==> src/rtl/pwm_reg_pkg.sv <==
// Shared constants and types for the PWM register controller.
package pwm_reg_pkg;

    localparam int unsigned DATA_W = 8;
    localparam int unsigned ADDR_W = 2;
    localparam int unsigned CNT_W  = 4;

    localparam logic [ADDR_W-1:0] ADDR_CTRL   = 2'd0;
    localparam logic [ADDR_W-1:0] ADDR_PERIOD = 2'd1;
    localparam logic [ADDR_W-1:0] ADDR_DUTY   = 2'd2;
    localparam logic [ADDR_W-1:0] ADDR_STATUS = 2'd3;

    localparam int unsigned CTRL_EN_BIT      = 0;
    localparam int unsigned CTRL_INV_BIT     = 1;
    localparam int unsigned STATUS_PEND_BIT  = 0;
    localparam int unsigned STATUS_CLAMP_BIT = 1;
    localparam int unsigned STATUS_CNT_LSB   = 4;

    typedef enum logic [1:0] {
        IDLE     = 2'd0,
        CAPTURE  = 2'd1,
        APPLY    = 2'd2,
        WAIT_REL = 2'd3
    } wr_state_t;

endpackage

==> src/rtl/cdc_sync_bit.sv <==
// Multi-flop level synchroniser for a single control bit.
module cdc_sync_bit #(
    parameter int unsigned STAGES = 2
) (
    input  logic clk,
    input  logic rst,
    input  logic d,
    output logic q
);

    logic [STAGES-1:0] sync_ff;

    // Shift the asynchronous level through the flop chain
    always_ff @(posedge clk or posedge rst) begin
        if (rst) begin
            sync_ff <= '0;
        end else begin
            sync_ff <= {sync_ff[STAGES-2:0], d};
        end
    end

    assign q = sync_ff[STAGES-1];

endmodule

==> src/rtl/pwm_reg_ctrl.sv <==
// Register bank between the SPI slave and the PWM core, with shadowed
// PERIOD/DUTY that only reach the PWM at a cycle boundary.
module pwm_reg_ctrl
    import pwm_reg_pkg::*;
#(
    parameter int unsigned       SYNC_STAGES = 2,
    parameter logic [DATA_W-1:0] RST_PERIOD  = 8'hFF,
    parameter logic [DATA_W-1:0] RST_DUTY    = 8'h80
) (
    input  logic              clk,
    input  logic              rst,
    input  logic              spi_wr_en,
    input  logic [ADDR_W-1:0] spi_addr,
    input  logic [DATA_W-1:0] spi_data,
    output logic [DATA_W-1:0] rd_data,
    input  logic              pwm_cycle_end,
    output logic              pwm_en,
    output logic              pwm_inv,
    output logic [DATA_W-1:0] pwm_period,
    output logic [DATA_W-1:0] pwm_duty
);

    logic              wr_sync;
    wr_state_t         state;
    wr_state_t         state_nxt;
    logic              cap_en;
    logic              apply_en;
    logic [ADDR_W-1:0] cap_addr;
    logic [DATA_W-1:0] cap_data;
    logic [1:0]        ctrl_q;
    logic [DATA_W-1:0] sh_period;
    logic [DATA_W-1:0] sh_duty;
    logic [DATA_W-1:0] act_period;
    logic [DATA_W-1:0] act_duty;
    logic              pending;
    logic [CNT_W-1:0]  wr_cnt;
    logic              clamp_active;
    logic              boundary;
    logic              shadow_wr;
    logic [DATA_W-1:0] status;
    logic [DATA_W-1:0] rd_mux;

    cdc_sync_bit #(
        .STAGES (SYNC_STAGES)
    ) u_wr_sync (
        .clk (clk),
        .rst (rst),
        .d   (spi_wr_en),
        .q   (wr_sync)
    );

    // Write FSM state register
    always_ff @(posedge clk or posedge rst) begin
        if (rst) begin
            state <= IDLE;
        end else begin
            state <= state_nxt;
        end
    end

    // Write FSM next state; a strobe gone before capture completes is dropped
    always_comb begin
        state_nxt = state;
        case (state)
            IDLE:     if (wr_sync) state_nxt = CAPTURE;
            CAPTURE:  state_nxt = wr_sync ? APPLY : IDLE;
            APPLY:    state_nxt = WAIT_REL;
            WAIT_REL: if (!wr_sync) state_nxt = IDLE;
            default:  state_nxt = IDLE;
        endcase
    end

    // Write FSM outputs
    always_comb begin
        cap_en   = 1'b0;
        apply_en = 1'b0;
        case (state)
            CAPTURE: cap_en   = wr_sync;
            APPLY:   apply_en = 1'b1;
            default: ;
        endcase
    end

    // Capture the SPI address/data once the strobe is confirmed
    always_ff @(posedge clk or posedge rst) begin
        if (rst) begin
            cap_addr <= '0;
            cap_data <= '0;
        end else if (cap_en) begin
            cap_addr <= spi_addr;
            cap_data <= spi_data;
        end
    end

    // Commit the captured write into CTRL or the shadows and count it
    always_ff @(posedge clk or posedge rst) begin
        if (rst) begin
            ctrl_q    <= '0;
            sh_period <= RST_PERIOD;
            sh_duty   <= RST_DUTY;
            wr_cnt    <= '0;
        end else if (apply_en) begin
            case (cap_addr)
                ADDR_CTRL:   ctrl_q    <= cap_data[1:0];
                ADDR_PERIOD: sh_period <= cap_data;
                ADDR_DUTY:   sh_duty   <= cap_data;
                default: ;
            endcase
            if (cap_addr != ADDR_STATUS) begin
                wr_cnt <= wr_cnt + CNT_W'(1);
            end
        end
    end

    assign shadow_wr = apply_en && ((cap_addr == ADDR_PERIOD) || (cap_addr == ADDR_DUTY));
    assign boundary  = pending && (pwm_cycle_end || !ctrl_q[CTRL_EN_BIT]);

    // Move shadows to actives at a boundary; a same-cycle write re-arms pending
    always_ff @(posedge clk or posedge rst) begin
        if (rst) begin
            act_period <= RST_PERIOD;
            act_duty   <= RST_DUTY;
            pending    <= 1'b0;
        end else begin
            if (boundary) begin
                act_period <= sh_period;
                act_duty   <= sh_duty;
            end
            if (shadow_wr) begin
                pending <= 1'b1;
            end else if (boundary) begin
                pending <= 1'b0;
            end
        end
    end

    assign clamp_active = act_duty > act_period;
    assign pwm_duty     = clamp_active ? act_period : act_duty;
    assign pwm_period   = act_period;
    assign pwm_en       = ctrl_q[CTRL_EN_BIT];
    assign pwm_inv      = ctrl_q[CTRL_INV_BIT];

    // Assemble the read-only status byte
    always_comb begin
        status = '0;
        status[STATUS_PEND_BIT]                     = pending;
        status[STATUS_CLAMP_BIT]                    = clamp_active;
        status[STATUS_CNT_LSB +: CNT_W]             = wr_cnt;
    end

    // Select read data for the current SPI address
    always_comb begin
        rd_mux = '0;
        case (spi_addr)
            ADDR_CTRL:   rd_mux = {6'b0, ctrl_q};
            ADDR_PERIOD: rd_mux = sh_period;
            ADDR_DUTY:   rd_mux = sh_duty;
            default:     rd_mux = status;
        endcase
    end

    // Register read data every cycle for the SPI side to resample
    always_ff @(posedge clk or posedge rst) begin
        if (rst) begin
            rd_data <= '0;
        end else begin
            rd_data <= rd_mux;
        end
    end

endmodule

==> config.mk <==
export PLATFORM = sky130hd
export DESIGN_NAME = pwm_reg_ctrl
export DESIGN_NICKNAME = d
export VERILOG_FILES = /design/src/rtl/pwm_reg_pkg.sv /design/src/rtl/cdc_sync_bit.sv /design/src/rtl/pwm_reg_ctrl.sv
export SDC_FILE = /design/constraint.sdc
export NUM_CORES = 1
export LEC_CHECK = 0
export CAP_MARGIN = 10
export CELL_PAD_IN_SITES_DETAIL_PLACEMENT = 0
export CELL_PAD_IN_SITES_GLOBAL_PLACEMENT = 1
export CORE_MARGIN = 8
export CORE_UTILIZATION = 30
export DETAILED_ROUTE_END_ITERATION = 8
export PLACE_DENSITY_LB_ADDON = 0.1
export SETUP_SLACK_MARGIN = 0.1
export SYNTH_ARGS = -nofsm -noshare
export SYNTH_HDL_FRONTEND = slang
export SYNTH_SLANG_ARGS = --single-unit
==> constraint.sdc <==
create_clock -name clk -period 2.91 [get_ports clk]
set_input_delay 0.582 -clock clk [delete_from_list [all_inputs] [get_ports clk]]
set_output_delay 0.582 -clock clk [all_outputs]
set_load 0.02 [all_outputs]
==> results.tsv <==
stage	metric	value	unit
die	die_width	112	microns
die	fp-row-count	35	
critical_path	critPathKind	reg -> out	
pwr	peakVddDrop	0.445	mV
logic_synthesis	synth.area.top_cells	sky130_fd_sc_hd__dfrtp_1, sky130_fd_sc_hd__mux2_2, sky130_fd_sc_hd__dfstp_2	
drt	first_iter_violations	45	
run_status	outcome	finished clean	
hold_path	timing.hold.worst_path_depth	0	
drt	ant_nets	0	
clock_tree	cts.htree.levels	3	
critical_path	setup_crit_start	pwm_period[1]	
finish	finish.cell_count_without_fillers	377	
grt	global_route.overflow_total	0	
pwr	power.switching	1.79	mW
finish	drive_above_1_share	52.6	%
timing	fin_ws	0.0264	ns
finish	layout.cell_area.non_filler	3780	sq um
drt	detailroute.via_count	1707	
flow_run	max_cap_viol_count	0	
placement	detailedPlace.worstSlack	-0.126	ns
critical_path	rr_startpoint	pwm_period[1]	
drt	drt_pass1_iterations	4	
logic_synthesis	syn_area	2750	sq um
logic_synthesis	ys_warn_count	0	
pwr	power_leakage	1.65	nW
logic_synthesis	avgSynthCellArea	14.1	sq um
grt	gr-usage-all-layers	10.6	%
timing	max_clock_freq	347	MHz
drt	viasPerCell	4.53	
timing	final_min_period_over_clock_period	99.1	%
timing	rsz0062_at_grt	true	
clock_tree	tritoncts	yes	
clock_tree	cts_buffer_depth	2	
grt	first_pass_grt_wire_length	10.2	mm
critical_path	slowest_delay	0.54	ns
logic_synthesis	ys_types	29	
die	floorplan.die_area	12500	sq um
critical_path	crit_required	2.33	ns
critical_path	critical_path_peak_fanout	7	
timing	skew	0.00911	ns
clock_tree	worstSkewPairLatency	0.34	ns
die	core_region_area	9060	sq um
pwr	seq_power_share	32.0	%
critical_path	slowest_stage	sky130_fd_sc_hd__dfstp_2	
drt	detail_route.drc_violations	0	
clock_tree	cts-root-buf	sky130_fd_sc_hd__clkbuf_8	
grt	grt_max_degree	62	
grt	vias_in_the_first_global_route	1892	
critical_path	data_arrival_at_the_endpoint_of_the_critical_path	2.30	ns
pwr	design_power_total	5.23	mW
pwr	internal_power	3.44	mW
critical_path	r2r_cells	9	
logic_synthesis	yosysSeqAreaShare	56.4	%
timing	hold_ws	0.352	ns
critical_path	crit_path_end_kind	primary output	
finish	n_antenna_cell	0	
clock_tree	tritoncts.num_buffers	9	
drt	sum_of_routed_wire_length_over_all_layers	6.02	mm
timing	report.final.slew_viol_count	0	
die	ioPinCount	40	
placement	portBuffers	39	
finish	layout_common_cells	sky130_fd_sc_hd__mux2_2, sky130_fd_sc_hd__dfrtp_1, sky130_fd_sc_hd__clkdlybuf4s50_1, sky130_fd_sc_hd__dfstp_2, sky130_fd_sc_hd__buf_4	
die	start_util	30.3	%
finish	final_nets	288	
logic_synthesis	synth_seq_cells	61	
clock_tree	clk_pin_slew	0.07	ns
timing	final_hold_viol_count	0	
timing	slew_headroom	60.7	%
finish	layout_commonest_cell	sky130_fd_sc_hd__mux2_2	
critical_path	r2r_setup_slack	1.01	ns
timing	final-setup-viol-count	0	
finish	signed_area_change_from_the_synthesized_netlist_to_the_final_layout	37.7	%
placement	detailedPlacementHpwl	4.32	mm
logic_synthesis	post-synth-top-area-fraction	39.2	%
logic_synthesis	mappedNetlistNets	222	
critical_path	critPathCapture	pwm_duty[1]	
placement	post-place-cells	358	
pwr	switching_part_of_the_total_power	34.2	%
die	die_span_in_y	112	microns
placement	routabilityCongestion	0.672	
logic_synthesis	post-synth-top-area-cell	sky130_fd_sc_hd__dfrtp_1	
timing	minimum_clock_period_after_layout	2.88	ns
timing	worst_pin_slew	0.588	ns
pwr	power.combinational.fraction	52.0	%
critical_path	path_cells	inv_2 > ha_4 > nor2b_4 > o211ai_2 > a21oi_2 > o22ai_4 > buf_12 > mux2_4 > buf_6	
hold_path	worst_hold_startpoint	u_wr_sync.sync_ff[0]	
clock_tree	clock-sinks	61	
grt	antenna_found_initial	0	
pwr	powerDensity	1380	nW/um^2
placement	placed_area	3400	sq um
hold_path	hold_wc_path_type	reg -> reg	
critical_path	crit_path_start_kind	flop	
pwr	clkPwrFrac	15.9	%
drt	route.detailed.wl_per_inst	16.0	microns
critical_path	timing.rr.end	rd_data[1]	
logic_synthesis	cell_count_after_synthesis	195	
routing by layer:
metal | track usage (%) | routed length, microns | up-vias
li1 | - | - | 815
met1 | 14.2 | 3010 | 852
met2 | 14.9 | 2680 | 32
met3 | 3.41 | 247 | 8
met4 | 5.20 | 82 | 0
met5 | 0 | 0 | -
synthesized netlist by cell type, drive strengths merged:
cell type and instances:
mux2 57, dfrtp 43, dfstp 18, inv 14, ha 13, nand2 12
o21ai 6, a21oi 4, nor2b 4, a22o 3, buf 3, nand4 3
clkbuf 2, xnor2 2, a21o 1, a222oi 1, a32o 1, and2b 1
maj3 1, mux4 1, nand3b 1, nor2 1, o211ai 1, o22ai 1
xor2 1
metrics by stage:
stage          util, %  setup TNS [ns]
2_1_floorplan        -               0
3_3_place_gp      37.5          -0.693
3_5_place_dp      37.5          -0.925
4_1_cts           41.7         -0.0150
5_1_grt           41.7          -0.505
6_report          41.7               0
critical path: cells and delay by family, from the launching register on:
family | cells | cell delay, ns
AO/OA/AOI/OAI | 3 | 0.40
adder cells (fa/ha/maj) | 1 | 0.26
buffers and inverters | 3 | 0.33
flip-flops | 1 | 0.54
multiplexers | 1 | 0.30
AND/OR/NAND/NOR | 1 | 0.13
repair_timing:
action                                  CTS  global route
endpoints found under the setup margin    8             8
buffers inserted                          3             0
gates resized for setup                  68             3
hold buffers                              0             0
pin swaps                                 7             4
cell type report:
| type | count | area [sq um] |
|---|---|---|
| clock inverters | 4 | 72.6 |
| inverters | 14 | 52.6 |
| fillers | 862 | 5280 |
| repair buffers | 60 | 587 |
| multi-input cells | 115 | 1240 |
| clock buffers | 12 | 145 |
| flip-flops and latches | 61 | 1550 |
| well taps | 111 | 139 |
cells by family after synthesis:
kind of cell    synth area share (%)
simple gates                    4.14
buf+inv                         2.82
flops                           56.4
mux                             24.2
xor+xnor                       0.956
compound gates                  5.24
fa+ha+maj                       6.28
power groups by stage:
stage	clock (mW)	sequential [mW]	combinational [mW]
2_1_floorplan	0	1.72	1.30
3_3_place_gp	0	1.67	2.31
3_5_place_dp	0	1.67	2.33
4_1_cts	0.856	1.68	2.75
5_1_grt	0.902	1.74	2.95
6_report	0.832	1.67	2.72
worst min path at each step:
| stage | to | slack (ns) |
|---|---|---|
| 6_report | u_wr_sync.sync_ff[1] | 0.35 |
| 5_1_grt | u_wr_sync.sync_ff[1] | 0.37 |
| 4_1_cts | u_wr_sync.sync_ff[1] | 0.36 |
| 3_5_place_dp | u_wr_sync.sync_ff[1] | 0.34 |
| 3_3_place_gp | u_wr_sync.sync_ff[1] | 0.34 |
| 2_1_floorplan | u_wr_sync.sync_ff[1] | 0.33 |
registers in the layout, indices dropped and copies added (netlist names), 4 cells and up, named ones only:
name and flops:
cap_data 8, pwm_period 8, act_duty 8, sh_duty 8
wr_cnt 4, sh_period 8, rd_data 8
(Power assumes the default switching activity.)
